==> config.mk <==
export PLATFORM = sky130hd
export DESIGN_NAME = ifetch_unit
export DESIGN_NICKNAME = d
export VERILOG_FILES = /design/src/rtl/ifetch_pkg.sv /design/src/rtl/ifetch_holdbuf.sv /design/src/rtl/ifetch_unit.sv
export SDC_FILE = /design/constraint.sdc
export NUM_CORES = 1
export LEC_CHECK = 0
export ABC_AREA = 1
export CAP_MARGIN = 20
export CORE_MARGIN = 10
export CORE_UTILIZATION = 44
export CTS_BUF_LIST = sky130_fd_sc_hd__clkbuf_4 sky130_fd_sc_hd__clkbuf_8
export DETAILED_ROUTE_END_ITERATION = 6
export PLACE_DENSITY_LB_ADDON = 0.08
export SLEW_MARGIN = 40
export SYNTH_ARGS = -nofsm -noshare
export SYNTH_HDL_FRONTEND = slang
export SYNTH_SLANG_ARGS = --single-unit
==> constraint.sdc <==
create_clock -name clk -period 2 [get_ports clk]
set_input_delay 0.4 -clock clk [delete_from_list [all_inputs] [get_ports clk]]
set_output_delay 0.4 -clock clk [all_outputs]
set_load 0.01 [all_outputs]
==> src/rtl/ifetch_pkg.sv <==
// Shared types and constants for the instruction fetch unit.
// Included by ifetch_unit and ifetch_holdbuf.
package ifetch_pkg;

    typedef enum logic [2:0] {
        RUN,
        WAIT,
        SQUASH,
        HOLD,
        HALTED
    } state_e;

    localparam logic [15:0] NOP_INSTR  = 16'h0800;
    localparam logic [15:0] HALT_INSTR = 16'h0000;
    localparam logic [15:0] RESET_PC   = 16'h0000;
    localparam logic [15:0] PC_STEP    = 16'd2;

endpackage

==> src/rtl/ifetch_holdbuf.sv <==
// One-entry capture/hold register feeding the IF/ID boundary,
// plus a parked slot for data that arrives while decode is stalled.
module ifetch_holdbuf
    import ifetch_pkg::*;
(
    input  logic        clk,
    input  logic        rst,
    input  logic        flush,
    input  logic        load,
    input  logic        park,
    input  logic        rel,
    input  logic        hold,
    input  logic [15:0] in_instr,
    input  logic [15:0] in_pc,
    output logic [15:0] instr,
    output logic [15:0] pc,
    output logic [15:0] pc_inc,
    output logic        valid,
    output logic [15:0] park_instr
);

    logic [15:0] instr_q, instr_d;
    logic [15:0] pc_q, pc_d;
    logic        valid_q, valid_d;
    logic [15:0] pk_instr_q, pk_instr_d;
    logic [15:0] pk_pc_q, pk_pc_d;

    // Select what the decode side sees next cycle.
    always_comb begin
        instr_d    = instr_q;
        pc_d       = pc_q;
        valid_d    = valid_q;
        pk_instr_d = pk_instr_q;
        pk_pc_d    = pk_pc_q;
        if (flush) begin
            valid_d = 1'b0;
        end else if (load) begin
            instr_d = in_instr;
            pc_d    = in_pc;
            valid_d = 1'b1;
        end else if (rel) begin
            instr_d = pk_instr_q;
            pc_d    = pk_pc_q;
            valid_d = 1'b1;
        end else if (!hold) begin
            valid_d = 1'b0;
        end
        if (park) begin
            pk_instr_d = in_instr;
            pk_pc_d    = in_pc;
        end
    end

    // Register state.
    always_ff @(posedge clk or negedge rst) begin
        if (!rst) begin
            instr_q    <= NOP_INSTR;
            pc_q       <= RESET_PC;
            valid_q    <= 1'b0;
            pk_instr_q <= NOP_INSTR;
            pk_pc_q    <= RESET_PC;
        end else begin
            instr_q    <= instr_d;
            pc_q       <= pc_d;
            valid_q    <= valid_d;
            pk_instr_q <= pk_instr_d;
            pk_pc_q    <= pk_pc_d;
        end
    end

    assign instr      = valid_q ? instr_q : NOP_INSTR;
    assign pc         = pc_q;
    assign pc_inc     = pc_q + PC_STEP;
    assign valid      = valid_q;
    assign park_instr = pk_instr_q;

endmodule

==> src/rtl/ifetch_unit.sv <==
// Instruction fetch FSM and PC logic.
// Optional sticky error tracking is enabled with IFETCH_ERR_EN.
module ifetch_unit
    import ifetch_pkg::*;
(
    input  logic        clk,
    input  logic        rst,
    input  logic        stall_in,
    input  logic        redirect,
    input  logic [15:0] redirect_pc,
    input  logic        halt_in,
    output logic        imem_req,
    output logic [15:0] imem_addr,
    input  logic [15:0] imem_rdata,
    input  logic        imem_done,
    input  logic        imem_stall,
    input  logic        imem_err,
    output logic [15:0] instr,
    output logic [15:0] pc,
    output logic [15:0] pc_inc,
    output logic [2:0]  rs,
    output logic [2:0]  rt,
    output logic        valid,
    output logic        halt_out,
    output logic        err
);

    state_e      state_q, state_d;
    logic [15:0] pc_q, pc_d;
    logic [15:0] tgt_q, tgt_d;
    logic        hsrc_q, hsrc_d;
    logic        drain_q, drain_d;
    logic        req, load, park, rel;
    logic        err_set, err_ack;
    logic [15:0] rpc, park_instr;

`ifdef IFETCH_ERR_EN
    logic err_q, err_d;
    assign rpc     = redirect_pc;
    assign err_set = imem_err | (redirect & redirect_pc[0]);
    assign err_ack = imem_err;
    // Sticky error flag; only reset clears it.
    always_comb err_d = err_q | err_set;
    // Error flag register.
    always_ff @(posedge clk or negedge rst) begin
        if (!rst) err_q <= 1'b0;
        else      err_q <= err_d;
    end
    assign err = err_q;
`else
    logic unused_err;
    assign unused_err = imem_err ^ redirect_pc[0];
    assign rpc        = {redirect_pc[15:1], 1'b0};
    assign err_set    = 1'b0;
    assign err_ack    = 1'b0;
    assign err        = 1'b0;
`endif

    // Next-state, PC and capture control.
    always_comb begin
        state_d = state_q;
        pc_d    = pc_q;
        tgt_d   = tgt_q;
        hsrc_d  = hsrc_q;
        drain_d = 1'b0;
        req     = 1'b0;
        load    = 1'b0;
        park    = 1'b0;
        rel     = 1'b0;
        unique case (state_q)
            RUN: begin
                req = !stall_in && !redirect && !halt_in;
                if (redirect) begin
                    pc_d = rpc;
                end else if (req && imem_done) begin
                    load = 1'b1;
                    pc_d = pc_q + PC_STEP;
                    if (imem_rdata == HALT_INSTR) begin
                        state_d = HALTED;
                        hsrc_d  = 1'b1;
                    end
                end else if (req && imem_stall) begin
                    state_d = WAIT;
                end
            end
            WAIT: begin
                req = 1'b1;
                if (redirect) begin
                    tgt_d = rpc;
                    if (imem_done) begin
                        pc_d    = rpc;
                        state_d = RUN;
                    end else begin
                        state_d = SQUASH;
                    end
                end else if (imem_done) begin
                    pc_d = pc_q + PC_STEP;
                    if (stall_in) begin
                        park    = 1'b1;
                        state_d = HOLD;
                    end else begin
                        load = 1'b1;
                        if (imem_rdata == HALT_INSTR) begin
                            state_d = HALTED;
                            hsrc_d  = 1'b1;
                        end else begin
                            state_d = RUN;
                        end
                    end
                end
            end
            SQUASH: begin
                req = 1'b1;
                if (redirect) tgt_d = rpc;
                if (imem_done) begin
                    pc_d    = redirect ? rpc : tgt_q;
                    state_d = RUN;
                end
            end
            HOLD: begin
                if (redirect) begin
                    pc_d    = rpc;
                    state_d = RUN;
                end else if (!stall_in) begin
                    rel = 1'b1;
                    if (park_instr == HALT_INSTR) begin
                        state_d = HALTED;
                        hsrc_d  = 1'b1;
                    end else begin
                        state_d = RUN;
                    end
                end
            end
            HALTED: begin
                req     = drain_q;
                drain_d = drain_q && !imem_done;
                if (redirect && hsrc_q && !drain_q) begin
                    pc_d    = rpc;
                    state_d = RUN;
                    hsrc_d  = 1'b0;
                end
            end
            default: state_d = RUN;
        endcase
        if (halt_in || err_set) begin
            state_d = HALTED;
            hsrc_d  = 1'b0;
            drain_d = req && !imem_done && !err_ack;
            load    = 1'b0;
            park    = 1'b0;
            rel     = 1'b0;
        end
    end

    // FSM and PC registers.
    always_ff @(posedge clk or negedge rst) begin
        if (!rst) begin
            state_q <= RUN;
            pc_q    <= RESET_PC;
            tgt_q   <= RESET_PC;
            hsrc_q  <= 1'b0;
            drain_q <= 1'b0;
        end else begin
            state_q <= state_d;
            pc_q    <= pc_d;
            tgt_q   <= tgt_d;
            hsrc_q  <= hsrc_d;
            drain_q <= drain_d;
        end
    end

    ifetch_holdbuf u_holdbuf (
        .clk        (clk),
        .rst        (rst),
        .flush      (redirect),
        .load       (load),
        .park       (park),
        .rel        (rel),
        .hold       (stall_in),
        .in_instr   (imem_rdata),
        .in_pc      (pc_q),
        .instr      (instr),
        .pc         (pc),
        .pc_inc     (pc_inc),
        .valid      (valid),
        .park_instr (park_instr)
    );

    assign imem_req  = req & rst;
    assign imem_addr = pc_q;
    assign rs        = instr[10:8];
    assign rt        = instr[7:5];
    assign halt_out  = valid && (instr == HALT_INSTR);

endmodule
==> flow_summary.yaml, run 1 <==
routing:
  vias: 6004
  drt_iter0_markers: 312
  detail_route.wl_per_cell_um: 14.2
  vias_per_cell: 4.94
  wirelength_mm: 17.3
  drcViolationCount: 0
  ant_nets: 0
  first_pass_iters: 5
global_routing:
  antenna_found_initial: 0
  grt_remaining_overflow: 0
  grt_max_degree: 103
  grtUsageTotal_pct: 17.9
  grt_first_pass_wirelength_mm: 27.6
  grt_pass1_vias: 5530
clock_tree:
  cts_inserted_buffers: 9
  htree_levels: 3
  clk_pin_slew_ps: 100
  cts.sinks: 102
  cts_tree: "built"
  clock_tree.buffer_depth: 2
  root_buffer: "clkbuf_8"
  insertion_delay_ps: 380
  ctsHoldBuffers: 0
setup_path:
  arrival_ps: 1790
  critical_path.top_delay_family: "flip-flops"
  critPathMaxStageDelay_ps: 430
  cp_slowest_cell: "dfrtp_1"
  path_buf_inv: 4
  critPathMaxFanout: 3
  reg2reg_slack_ps: 130
  worst-setup-path-type: "flop to output pin"
  cp-start-kind: "flop"
  endpoint_kind: "output pin"
  crit_required_ps: 1600
  path_cells: "ha_4 > nand3_4 > inv_2 > nand3_4 > inv_2 > buf_6 > nand4_1 > xnor2_1 > buf_2"
worst_hold_path:
  worstHoldPathType: "primary input to async pin"
layout:
  diodes: 0
  drive_gt1_share_pct: 17.7
  fin_nets: 1077
  fillCellCount: 1253
  fin_area_um2: 8250
  syn_to_final_growth_pct: 36.4
synth:
  yosys.area.top_type: "dfrtp_1"
  synth_ff_type: "dfrtp_1"
  ys_types: 35
  synth-edff-count: 0
  yosysSeqAreaShare_pct: 42.2
  synth_seq_cells: 102
  synth_xor_area_share_pct: 1.74
  synth_area_um2: 6050
  synth_fa_ha_area_share_pct: 0.414
  muxShareOfSynthArea_pct: 0.165
  synth_top_family_by_area: "simple AND/OR/NAND/NOR gates"
  synth_area_per_cell_um2: 7.01
  ys_warn_count: 0
  synth_top_area_share_pct: 41.4
  async_flop_share_pct: 100
  syn-instance-count: 863
  synth_nets: 905
  synth.area.top_cells: "dfrtp_1 (41%), nand2_1 (17%), o21ai_0 (7.2%)"
  synth_compound_area_share_pct: 15.0
  synthSimpleGateAreaFrac_pct: 27.8
floorplanning:
  ios: 114
  rows: 42
  die_h_um: 137
  start_util_pct: 45.3
  core_um2: 13300
  dieWidth_um: 137
  die_area_um2: 18800
timing:
  rsz0062_at_grt: "yes"
  fin_crit_ps: 2190
  slew_headroom_pct: 61.3
  finalClockSkew_ps: 10.6
  period_share_pct: 109
  hold_violations: 0
  layout_setup_ws_ps: -188
  setup_violations: 10
  tightestPinTransition_ps: 581
  holdWs_ps: 51.8
  fmax_ghz: 0.457
  maxSlewViolCount: 0
outcome:
  failed_checks: "setup timing"
  run_status: "complete, but fails checks"
power_and_ir_drop:
  power_density_nw_per_um2: 1240
  power_mw: 10.2
  ir_worst_vdd_v: 0.000632
  leakagePower_nw: 4.44
placement:
  port_buffers: 110
  gp_congestion: 0.866
  hpwl_mm: 12.5
  placed_area_um2: 7690
  dp_slack_ps: -371
flow_run:
  maxCapViolCount: 0
==> final timing paths <==
path | start | endpoint | cells past startpoint
setup / recovery | u_holdbuf.pc[1] | pc_inc[15] | 9
hold reg to reg | u_holdbuf.pk_pc_q[10] | u_holdbuf.pk_pc_q[10] | 2
max in group asynchronous | rst | imem_addr[1] | 2
hold / removal | rst | state_q[1] | 2
setup reg to reg | state_q[2] | imem_addr[6] | 13
min in group clk | u_holdbuf.pk_pc_q[10] | u_holdbuf.pk_pc_q[10] | 2
==> metrics by stage <==
step                      TNS, ps  utilization (%)  std cells
after global placement      -9840             57.6       1178
after global routing        -2670             61.8       1216
after CTS                   -1100             60.2       1205
final                       -1310             61.8       1216
after floorplan                 0                -        863
after detailed placement   -11970             57.6       1178
==> logic make-up after synthesis <==
family | after synthesis
and+or+nand+nor | 406
DFF | 102
buffers and inverters | 164
AOI/OAI and AO/OA | 175
muxes | 1
other | 1
adders and majority gates | 2
xor gates and xnor gates | 12
==> cells in the final DEF, fill, tap and decap left out, types with 8 or more instances in the layout <==
cell	synthesis	layout
o21ai_1	59	58
dlymetal6s2s_1	0	12
nor2_1	51	48
clkbuf_8	0	9
dlygate4sd2_1	0	12
inv_2	7	9
buf_2	7	14
buf_6	11	9
a21oi_1	16	16
dfrtp_1	100	93
nor3_1	13	8
o21ai_0	87	86
nand3_1	41	33
nand4_1	15	15
buf_4	13	82
nand2_1	270	266
xor2_1	8	8
clkdlybuf4s50_1	0	69
inv_1	112	109
==> flip-flops by register name (all words and copies together) (netlist names) <==
signal	count
state_q	3
u_holdbuf.park_instr	16
u_holdbuf.instr_q	16
imem_addr	16
u_holdbuf.pk_pc_q	16
u_holdbuf.valid	1
tgt_q	16
hsrc_q	1
drain_q	1
u_holdbuf.pc	16
==> layout make-up <==
class	instances	area (um^2)	share of cell area [%]
Multi-Input combinational cell	597	2910	35.3
Tap cell	176	220	2.67
Inverter	120	450	5.46
Clock inverter	5	106	1.29
Timing Repair Buffer	205	1860	22.6
Clock buffer	11	139	1.68
Sequential cell	102	2560	31.1
==> power by group <==
part | switching [mW] | leakage, nW | internal [mW]
Clock | 0.750 | 0.121 | 0.865
Combinational | 2.74 | 2.99 | 2.29
Sequential | 0.701 | 1.32 | 2.89
Total | 4.19 | 4.44 | 6.04
==> synthesized netlist by cell type (2+ instances only) <==
library cell and n:
nor3_1 13, xnor2_1 4, nand4_1 15, ha_1 2, nand2_1 270, o211ai_1 2, a21oi_1 16, clkbuf_1 12
xor2_1 8, nor2_2 7, dfrtp_1 100, a21boi_0 7, nand3_1 41, nor2_1 51, nand2_2 4, dfstp_2 2
o21ai_1 59, buf_2 7, o21ai_0 87, inv_2 7, buf_4 13, buf_6 11, o21a_1 2, inv_1 112
==> routing by layer <==
layer | global-route usage (%) | part of all wire (%) | wire length [um]
met5 | 0 | 0 | 0
met4 | 4.16 | 0.82 | 141
met3 | 4.08 | 6.6 | 1150
met2 | 27.1 | 44 | 7640
met1 | 25.5 | 48 | 8360
==> worst reg2reg max path: stages, from the launching register on <==
cell	delay, ps
dfrtp_2	470
buf_4	150
buf_4	120
inv_2	40
nand2_2	80
nor2_1	210
nand2_1	110
nand3_1	140
nor2_2	60
buf_12	150
inv_2	100
nand2_1	60
nand2_1	60
inv_1	40
==> timing repair <==
item                       CTS  global route
setup endpoints to repair   32            47
setup buffers               11            10
gates cloned                 0             1
resized for setup           92            44
pin swaps                    9            14
Note: power is estimated with default switching activity, not from simulation.
==> inputs of run 2 (changes only) <==
Settings changed: RECOVER_POWER set to 50.
==> flow_summary.yaml, run 2 (synthesized netlist as in run 1, its figures left out) <==
layout:
  final_common_cell: "nand2_1"
  fin_cells: 1216
  diodes: 0
  mostFrequentLayoutCells: "nand2_1 (267), inv_1 (110), dfrtp_1 (93), o21ai_0 (88), buf_4 (74)"
  fin_nets: 1077
  drive_gt1_share_pct: 16.9
  finalCoreUtilization_pct: 61.2
  syn_to_final_growth_pct: 35.1
global_routing:
  grt_remaining_overflow: 0
  antenna_found_initial: 0
  grtUsageTotal_pct: 17.9
  grt_pass1_vias: 5530
  grt_max_degree: 103
  grt_first_pass_wirelength_mm: 27.6
clock_tree:
  clk_pin_slew_ps: 100
  htree_levels: 3
  ctsHoldBuffers: 0
  cts_tree: "built"
  root_buffer: "clkbuf_8"
  cts.sinks: 102
  cts_inserted_buffers: 9
  insertion_delay_ps: 380
  clock_tree.buffer_depth: 2
power_and_ir_drop:
  power_mw: 10.2
  switching_power_mw: 4.18
  power_density_nw_per_um2: 1240
  ir_worst_vdd_v: 0.000624
  p_seq_share_pct: 35.2
  p_sw_share_pct: 41.0
  pwr-share-comb_pct: 49.0
  leakagePower_nw: 4.36
  internal_power_mw: 6.00
  clkPwrFrac_pct: 15.8
timing:
  slew_headroom_pct: 3.81
  rsz0062_at_grt: "yes"
  layout_setup_ws_ps: -190
  hold_violations: 0
  setup_violations: 11
  fmax_ghz: 0.457
  finalClockSkew_ps: 10.1
  tightestPinTransition_ps: 1440
  period_share_pct: 110
  fin_crit_ps: 2190
  finalSetupTns_ps: -1440
  maxSlewViolCount: 0
setup_path:
  worst-setup-path-type: "flop to output pin"
  r2r-end: "u_holdbuf.pc[4]"
  r2r-start: "state_q[1]"
  arrival_ps: 1790
  cp_slowest_cell: "dfrtp_1"
  path_cells: "ha_4 > nand3_4 > inv_2 > nand3_4 > inv_2 > buf_6 > nand4_1 > xnor2_1 > buf_2"
  r2r_cells: 12
  cp-start-kind: "flop"
  reg2reg_slack_ps: 80
  crit_required_ps: 1600
  endpoint_kind: "output pin"
  critPathMaxFanout: 3
  critPathMaxStageDelay_ps: 430
floorplanning:
  core_um2: 13300
  die_h_um: 137
  dieWidth_um: 137
  start_util_pct: 45.3
  die_area_um2: 18800
  rows: 42
  ios: 114
routing:
  vias_per_cell: 4.92
  ant_nets: 0
  wirelength_mm: 17.3
  detail_route.wl_per_cell_um: 14.2
  drt_iter0_markers: 334
  vias: 5981
  drcViolationCount: 0
  first_pass_iters: 4
worst_hold_path:
  worstHoldPathType: "primary input to async pin"
placement:
  dp_slack_ps: -371
  dp.cells: 1178
  gp_congestion: 0.866
  hpwl_mm: 12.5
  port_buffers: 110
outcome:
  run_status: "complete, but fails checks"
  failed_checks: "setup timing"
flow_run:
  maxCapViolCount: 0
## run 2: cell types whose count changed in the layout (fill, tap and decap cells not counted), sizes merged
| cell | change |
|---|---|
| clkdlybuf4s50 | -4 |
| clkbuf | +12 |
| buf | -10 |
| dlymetal6s4s | +1 |
| dlygate4sd3 | +4 |
| dlymetal6s2s | -4 |
| clkdlybuf4s25 | +1 |
## run 2: final cells by class
cell class,count,area (um^2)
fill,1263,5170
timing repair buffer,205,1800
sequential,102,2560
multi-input combinational,597,2900
clock buffer,11,139
inverter,120,450
tap,176,220
clock inverter,5,106
## run 2: critical path: cells and delay by family, from the launching register on
| kind | cells | cell delay, ps |
|---|---|---|
| fa+ha+maj | 1 | 180 |
| flops | 1 | 430 |
| simple gates | 3 | 220 |
| xor+xnor | 1 | 170 |
| buf+inv | 4 | 400 |
## run 2: worst max path at each step
stage                         start    endpoint  cells after the start
CTS                 u_holdbuf.pc[2]  pc_inc[15]                      9
global route        u_holdbuf.pc[1]  pc_inc[15]                      9
detailed placement         stall_in    imem_req                      8
global placement           stall_in    imem_req                      8
floorplan           u_holdbuf.pc[1]  pc_inc[11]                      8
finish              u_holdbuf.pc[1]  pc_inc[15]                      9
## run 2: routing by layer
layer,wire length (um),track usage [%]
met5,0,0
met4,141,4.16
met3,1000,4.08
met2,7640,27.1
met1,8490,25.5
## run 2: power by group through the flow
stage / Sequential, mW / Combinational, mW / Clock, mW
global route: 3.69 / 5.63 / 1.73
floorplan: 3.59 / 2.65 / 0
CTS: 3.55 / 4.95 / 1.64
detailed placement: 3.59 / 4.91 / 0
global placement: 3.56 / 4.81 / 0
finish: 3.58 / 4.99 / 1.61
## run 2: per-stage QoR
step	area (um^2)	hold slack, ps
after floorplan	6050	104
after global placement	7690	466
after detailed placement	7690	472
after CTS	8030	103
after global routing	8180	502
final	8180	446
## run 2: timing repair
action | in CTS | in global routing
setup endpoints to repair | 32 | 47
gates resized for setup | 92 | 44
pin swaps | 9 | 14
buffers inserted | 11 | 10
hold endpoints to repair | 0 | 0
cloned | 0 | 1
